**src/rtl/noc_out_port_arbiter.sv**
```systemverilog
// noc_out_port_arbiter: output-port switch allocator for one NoC router link.
// Round-robin head arbitration across N_REQ inputs (E/W/S/N/Local), wormhole
// locking until the tail flit, per-VC credit flow control, and a registered
// output flit stage.
// Optional define NOC_ARB_ERR_CHECK_EN: enables the sticky protocol-error flag
// (err). Without it, err is tied low and no check logic exists.

// Per-VC downstream credit counter. Starts full, never goes above VC_DEPTH.
module noc_arb_vc_credit #(
  parameter int VC_DEPTH = 4,
  parameter int CW       = $clog2(VC_DEPTH + 1)
) (
  input  logic          clk,
  input  logic          rst,
  input  logic          dec,
  input  logic          inc,
  output logic [CW-1:0] cnt
);
  // dec and inc together cancel; a credit at full is dropped
  always_ff @(posedge clk) begin
    if (rst)                                     cnt <= CW'(VC_DEPTH);
    else if (dec && !inc)                        cnt <= cnt - 1'b1;
    else if (inc && !dec && cnt != CW'(VC_DEPTH)) cnt <= cnt + 1'b1;
  end
endmodule

module noc_out_port_arbiter #(
  parameter int N_REQ    = 5,
  parameter int FLIT_W   = 64,
  parameter int NUM_VC   = 2,
  parameter int VC_DEPTH = 4,
  localparam int VCW     = $clog2(NUM_VC),
  localparam int CW      = $clog2(VC_DEPTH + 1)
) (
  input  logic                   clk,
  input  logic                   rst,
  input  logic [N_REQ-1:0]       req_valid,
  input  logic [N_REQ-1:0]       req_head,
  input  logic [N_REQ-1:0]       req_tail,
  input  logic [N_REQ*VCW-1:0]   req_vc,
  input  logic [N_REQ*FLIT_W-1:0] req_flit,
  output logic [N_REQ-1:0]       gnt,
  input  logic [NUM_VC-1:0]      credit_in,
  output logic                   out_valid,
  output logic [VCW-1:0]         out_vc,
  output logic [FLIT_W-1:0]      out_flit,
  output logic [NUM_VC*CW-1:0]   credit_cnt,
  output logic                   locked,
  output logic                   err
);
  localparam int IW = $clog2(N_REQ);
  localparam logic [0:0] IDLE   = 1'b0;
  localparam logic [0:0] LOCKED = 1'b1;

  logic [0:0]                  state;
  logic [IW-1:0]               ptr, owner_idx, win;
  logic [VCW-1:0]              owner_vc, eff_vc;
  logic                        found;
  logic [N_REQ-1:0]            elig;
  logic [N_REQ-1:0][VCW-1:0]   vc_a;
  logic [NUM_VC-1:0][CW-1:0]   cnt_a;
  logic [NUM_VC-1:0]           cr_ok, dec_v;

  assign vc_a       = req_vc;
  assign credit_cnt = cnt_a;
  assign locked     = (state == LOCKED);

  noc_arb_vc_credit #(.VC_DEPTH(VC_DEPTH), .CW(CW)) u_cred [NUM_VC-1:0] (
    .clk (clk),
    .rst (rst),
    .dec (dec_v),
    .inc (credit_in),
    .cnt (cnt_a)
  );

  // eligibility: heads with credit when idle, only the owner when locked
  always_comb begin
    for (int v = 0; v < NUM_VC; v++) cr_ok[v] = (cnt_a[v] != '0);
    for (int i = 0; i < N_REQ; i++) begin
      if (state == IDLE) elig[i] = req_valid[i] & req_head[i] & cr_ok[vc_a[i]];
      else               elig[i] = (IW'(i) == owner_idx) & req_valid[i] & cr_ok[owner_vc];
    end
  end

  // rotating-priority search starting at the pointer
  always_comb begin
    int j;
    j     = 0;
    found = 1'b0;
    win   = '0;
    for (int k = 0; k < N_REQ; k++) begin
      j = int'(ptr) + k;
      if (j >= N_REQ) j = j - N_REQ;
      if (!found && elig[j]) begin
        found = 1'b1;
        win   = IW'(j);
      end
    end
    gnt = '0;
    if (found) gnt[win] = 1'b1;
    eff_vc = (state == LOCKED) ? owner_vc : vc_a[win];
    for (int v = 0; v < NUM_VC; v++) dec_v[v] = found & (eff_vc == VCW'(v));
  end

  // ownership FSM and round-robin pointer (advances on head grants only)
  always_ff @(posedge clk) begin
    if (rst) begin
      state     <= IDLE;
      ptr       <= '0;
      owner_idx <= '0;
      owner_vc  <= '0;
    end else if (found) begin
      if (state == IDLE) begin
        ptr <= (win == IW'(N_REQ - 1)) ? '0 : win + 1'b1;
        if (!req_tail[win]) begin
          state     <= LOCKED;
          owner_idx <= win;
          owner_vc  <= vc_a[win];
        end
      end else if (req_tail[win]) begin
        state <= IDLE;
      end
    end
  end

  // registered link stage; payload holds when nothing transfers
  always_ff @(posedge clk) begin
    if (rst) begin
      out_valid <= 1'b0;
      out_vc    <= '0;
      out_flit  <= '0;
    end else begin
      out_valid <= found;
      if (found) begin
        out_vc   <= eff_vc;
        out_flit <= req_flit[win*FLIT_W +: FLIT_W];
      end
    end
  end

`ifdef NOC_ARB_ERR_CHECK_EN
  logic err_set;

  // protocol violations: credit overflow, idle body flits, owner misbehaviour
  always_comb begin
    err_set = 1'b0;
    for (int v = 0; v < NUM_VC; v++)
      if (credit_in[v] && cnt_a[v] == CW'(VC_DEPTH)) err_set = 1'b1;
    if (state == IDLE) err_set = err_set | (|(req_valid & ~req_head));
    else err_set = err_set | (req_valid[owner_idx] &
                              (req_head[owner_idx] | (vc_a[owner_idx] != owner_vc)));
  end

  // sticky until reset
  always_ff @(posedge clk) begin
    if (rst)          err <= 1'b0;
    else if (err_set) err <= 1'b1;
  end
`else
  assign err = 1'b0;
`endif

endmodule

```
**config.mk**
```make
export PLATFORM = sky130hd
export DESIGN_NAME = noc_out_port_arbiter
export DESIGN_NICKNAME = d
export VERILOG_FILES = /design/src/rtl/noc_out_port_arbiter.sv
export SDC_FILE = /design/constraint.sdc
export NUM_CORES = 1
export LEC_CHECK = 0
export ABC_AREA = 1
export BUFFER_PORTS_ARGS = -buffer_cell sky130_fd_sc_hd__buf_2
export CAP_MARGIN = 20
export CORE_AREA = 2 2 163 165
export DETAILED_ROUTE_END_ITERATION = 8
export DIE_AREA = 0 0 165 167
export PLACE_DENSITY = 0.69
export REMOVE_ABC_BUFFERS = 1
export SETUP_SLACK_MARGIN = 0.02
export SLEW_MARGIN = 40
export SYNTH_ARGS = -nofsm -noshare
export SYNTH_HDL_FRONTEND = slang
export SYNTH_SLANG_ARGS = --single-unit
```
**constraint.sdc**
```tcl
create_clock -name clk -period 3.65 [get_ports clk]
set_input_delay 0 -clock clk [delete_from_list [all_inputs] [get_ports clk]]
set_output_delay 0 -clock clk [all_outputs]
set_load 0.03 [all_outputs]
```
-- Word level (Yosys, flattened, before mapping)
Cells that the tools add are included.
- logic and storage cells: 161
- input bits: 344
- register bits: 80
- output and inout port bits: 79
- add/subtract/negate cells: 14
- bitwise operators: 25
- magnitude comparators: 18
- mux-type cells: 61
- shift operators: 1
- reduce and logical (&&, ||, !) cells: 26
- eq/ne operators: 7
- operators by type and width (operator ; count):
    $shiftx 320x10->64 ; 1
    $lt 32x5->1 const B ; 5
    $mux 32 ; 5
    $mux 1 ; 37
    $mux 3 ; 10
    $and 1x1->1 ; 22
    $bmux 1 s3 ; 7
    $sub 4x3->5 const B ; 4
    $ge 4x3->1 const B ; 4
    $lt 1x2->1 const B ; 6
    $logic_and 1x1->1 ; 11
    $add 3x1->3 const B ; 3
    $add 3x2->4 const B ; 2
    $logic_not 1->1 ; 8
    $eq 2x3->1 const A ; 2
    $ne 3x3->1 const B ; 2
    $reduce_bool 3->1 ; 2
    $sub 3x1->3 const B ; 2
    $mux 5 ; 1
    $add 3x1->4 const B ; 1
    $add 3x3->4 const B ; 1
    $lt 3x4->1 const B ; 1
    $reduce_bool 2->1 ; 2
    $sub 3x3->4 const B ; 1
    other kinds (10) ; 12

-- Logic depth before layout (Yosys ltp)
- depth after elaboration: 31
- mapped depth: 33
- gate-level depth less buffers: 32

-- Hierarchy
A second synthesis with hierarchy kept.
- cell total of the unflattened synthesis: 1155
- area, all modules: 6946.7 sq um
- by module, submodules not included (module ; area each (sq um) ; cells each ; times used ; seq. area each (sq um)):
    noc_out_port_arbiter ; 6446.2 ; 1073 ; 1 ; 1481.4
    noc_arb_vc_credit ; 250.2 ; 41 ; 2 ; 60.1

-- Worst setup path before layout
No wires, ideal clock.
- kind: reg-to-reg
- start: register ptr[1]
- end: register u_cred[0].cnt[1]
- stages on the path, launching flop included: 25
- library setup time: 0.115 ns
- arrival time: 3.540 ns
- path slack: -0.005 ns
- clock period less this slack: 3.655 ns
- data required time: 3.535 ns
- path buffers: 1
- cells stage by stage: dfxtp_1 inv_1 ha_1 nand2_1 o21ai_2 nand3_1 nand2_1 xor2_2 inv_1 nand4_1 nand2_2 nand3_1 nor2_1 nor2_4 nand2_2 buf_6 nand2_2 nand2_2 a21oi_4 nand3_4 nand2_4 nand3_4 fa_1 a21boi_1 nor2_1
- longest elaborated chain between the ends: 27
- elaborated cells between the ends (all ways): 63
- classes of those cells: add/sub: 9; order compare: 5; mux: 34; bitwise: 2; reduce/logical: 13
- RTL lines (what ; line ; source):
    from (decl) ; 56 ; logic [IW-1:0] ptr, owner_idx, win;
    from (signal assigned) ; 114 ; ptr <= (win == IW'(N_REQ - 1)) ? '0 : win + 1'b1;
    parallel branches: the longest is 22 deep, another holds $sub 4x3->5 ; -- ;
    $and 1x1->1 (*) ; 102 ; for (int v = 0; v < NUM_VC; v++) dec_v[v] = found & (eff_vc == VCW'(v));
    $logic_not 1->1 ; 23 ; else if (inc && !dec && cnt != CW'(VC_DEPTH)) cnt <= cnt + 1'b1;
    $logic_and 1x1->1 (2 in series) ; 23 ;
    $reduce_bool 2->1 (no line) ; -- ;
    to (signal assigned) ; 21 ; if (rst) cnt <= CW'(VC_DEPTH);
    to (signal assigned) ; 22 ; else if (dec && !inc) cnt <= cnt - 1'b1;
    to (signal assigned) ; 23 ;
    to (decl) ; 17 ; output logic [CW-1:0] cnt
Mark *: on every way between the ends. The select of a mux whose other input is x is not followed.
A chain may end at the register's enable or synchronous reset.

-- Worst setup path in the final report
- start: register ptr[1]
- end: register u_cred[0].cnt[2]
Same word-level chain as after synthesis.

==> metrics list <==
- For this configuration, the core starts out at a cell density of 0.2742.
* Average vias per placed instance: 4.979
* Number of clock sinks: 80
- Most common library cell in the layout ignoring fill and taps: buf_2
- Post-route cell area: 10680 um^2
* Layout cells sized above 1: 0.3837
* Total core area: 25760 um^2
* Element type at the critical path start: flop
- Inserted Clock Buffers: 9
* Netlist Area Pre-Place: 7066 um^2
* Die X: 165 um
- After detailed routing, the total wire length is 31.97 mm.
- The run finished with clean final reports.
- Met2 track utilization from global routing: 0.3520
- TritonCTS built the clock tree.
* Clk Latency, worst-skew pair: 0.35 ns
- Slew at the pin with the worst max-slew slack: 0.5493 ns
- The die covers 27560 um^2.
- Total GRT Usage: 0.2201
* Worst path arrival time: 3.78 ns
- Measured along the y axis, the die boundary spans 167 um.
- After detailed placement, the total cell area comes to 9599 um^2.
- The number of failing hold endpoints at the final stage is 0.
- Max Cap Viol: 0
* Critical path type: reg2reg
- Sequential cell area: 1613 um^2
- The initialized floorplan defines 59 standard-cell rows.
* Number of distinct library cells after synthesis: 42
* DRC errors left: 0
- In the finished design, the share of the clock period the worst path needs comes to 0.9776.
* Global-route wire length before repair: 47.87 mm
- Crit. End Element: flop
* Global-route met3 utilization: 0.05205
- FFs w/ async S/R, synth: 0
* Worst slew slack as a fraction of its limit: 0.6338
- The share of the Yosys chip area taken by registers is 0.2267.
- Summed over all layers, the global routing overflow is 0.
- Synthesis handed over a netlist of 1181 instances.
- The synthesized design contains 0 enable-type register cells.
- Maximum number of pins on one net before global-route repair: 85
- Maximum root-to-sink buffer count: 2
* Routability Congestion: 0.9189
* Final Skew: 0.01131 ns
- At the worst endpoint, the required time is 3.86 ns.
* Drt first-iter violations: 771
- For the finished layout, the period the worst path requires is 3.568 ns.
* Wirelength per Cell: 16.41 um
* Root buffer selected by CTS: clkbuf_16
- The first detailed-routing pass took 6 iterations.
* Number of port buffers: 421
- Detailed placement ended at an HPWL of 24.49 mm.
- The top cell types in the final layout, fill and taps aside, are buf_2 (421), nor2_1 (215), nand2_1 (212).
* Number of global-route vias before repair: 9090
- From synthesis to final layout, the design area changed by 51.21%.
* Number of fill cells in the layout: 2738
- Antenna violations before repair: 11
* Busiest layer in global routing: met2
- The H-tree was split into 3 levels.
- I/O pin cnt: 423
- For this run, global-route usage on met1 was measured as 0.2851.
* Yosys warns: 0
- The max-slew violation total from the final report came to 0.
* Max Freq: 280.2 MHz
- For this run, the share of the core covered by cells in the final layout is 0.4147.
- Setup violations remaining at the end of the flow were counted as 0.
- Ys flop type: dfxtp_1
- Post-layout net count: 1959
- Clock-pin slew was measured on the worst setup and hold paths at 0.07 ns.
- In the final layout, the multi-input gates occupy 5002 um^2.
- Top fanout value on the critical path: 6
- The tightest min-delay check is of the in2reg type.
* Syn_area_per_cell: 5.983 um^2
- Via Count: 9700
- Synth Register Bits: 80
- Once detail routing completed, the nets flagged for antenna violations numbered 0.
- Setup repair after global routing could not meet its margin everywhere.
-- metrics by stage --
step	hold slack, ns	std cells	setup slack, ns	setup TNS [ns]
after floorplan	0.06907	1105	-1.743	-126.83
after global placement	0.3164	1898	0.05159	0
after detailed placement	0.3358	1898	-0.02627	-0.06098
after CTS	0.001015	1931	0.03878	0
after global routing	0.02419	1947	-0.1456	-0.4533
final	0.01233	1948	0.08159	0
-- per-layer routing --
layer  vias up  wire length (um)  part of all wire
met1      4410             13420              0.42
met3        62              2472             0.077
met2       465             15220              0.48
li1       4761                 -                 -
met4         2               845             0.026
met5         -                16           0.00050
-- kinds of logic (layout without fill, tap and decap cells) --
kind of cell / after synthesis / in the layout / synth area share
buf+inv: 204 / 626 / 0.1240
fa+ha+maj: 17 / 17 / 0.03223
other cells: 1 / 11 / 0.0005307
xor+xnor: 2 / 2 / 0.003543
compound gates: 303 / 303 / 0.2582
flops: 80 / 80 / 0.2267
simple gates: 574 / 574 / 0.3549
-- cells in the mapped netlist, types with 5 or more instances --
library cell	number	area (um^2)
nand2_1	233	874.6
nor2_1	220	825.8
o21ai_0	141	705.7
inv_1	112	420.4
dfxtp_1	80	1602
o21ai_1	68	340.3
o221ai_1	64	560.5
nand3_1	59	295.3
clkbuf_1	33	123.9
buf_2	31	155.2
inv_2	16	60.06
a21oi_1	15	75.07
ha_1	15	187.7
nand2_2	14	87.58
nand4_1	12	75.07
nand3_2	8	80.08
buf_6	7	78.83
buf_4	5	37.54
nor3_1	5	25.02
-- worst max-delay path, cell delays in order (launching register included) --
cell and delay (ns):
dfxtp_4 0.39, inv_8 0.06, ha_4 0.31, nand2_4 0.07, o21ai_2 0.17, nand3_2 0.14
nand2_2 0.12, xor2_2 0.19, inv_1 0.09, nand4_1 0.14, nand2_4 0.11, nand3_4 0.10
nor2_4 0.04, nor2_4 0.14, nand2_4 0.09, nand2_2 0.06, nand2_2 0.06, a21oi_4 0.17
nand3_4 0.11, nand2_4 0.10, nand3_4 0.07, fa_2 0.37, inv_2 0.07, nand3_2 0.09
nand3_1 0.10, nand3_1 0.07
-- timing repair --
item                       CTS  global route
pin swaps                    0            41
setup buffers                0             7
resized for setup            3           118
setup endpoints to repair   11            78
hold buffers                17             0
hold endpoints to repair    19             0
-- cell type report --
type | instances | share of cell area
inverters | 128 | 0.04848
flip-flops and latches | 80 | 0.1510
clock buffers | 11 | 0.02272
multi-input cells | 897 | 0.4682
diodes | 10 | 0.002342
clock inverters | 5 | 0.009720
repair buffers | 482 | 0.2583
well taps | 335 | 0.03923
-- flip-flops by register name, summed over array words and instances (netlist names) --
| register | flops |
|---|---|
| out_vc | 1 |
| owner_idx | 3 |
| ptr | 3 |
| owner_vc | 1 |
| out_flit | 64 |
| out_valid | 1 |
| u_cred.cnt | 6 |
| locked | 1 |
-- final timing paths --
path              slack [ns]                             to  depth (start not counted)           startpoint
hold reg to reg         0.46            out_vc$_SDFFE_PP0P_                          2  out_vc$_SDFFE_PP0P_
setup / recovery        0.08  u_cred[0].cnt[2]$_SDFFE_PP1P_                         25  ptr[1]$_SDFFE_PP0P_
hold / removal          0.01      out_flit[61]$_SDFFE_PP0P_                          5        req_flit[317]
setup reg to reg        0.08  u_cred[0].cnt[2]$_SDFFE_PP1P_                         25  ptr[1]$_SDFFE_PP0P_
Power is left out: the tool's default activity adds up to more than one toggle a clock period on the data nets, which glitch-free logic cannot reach.
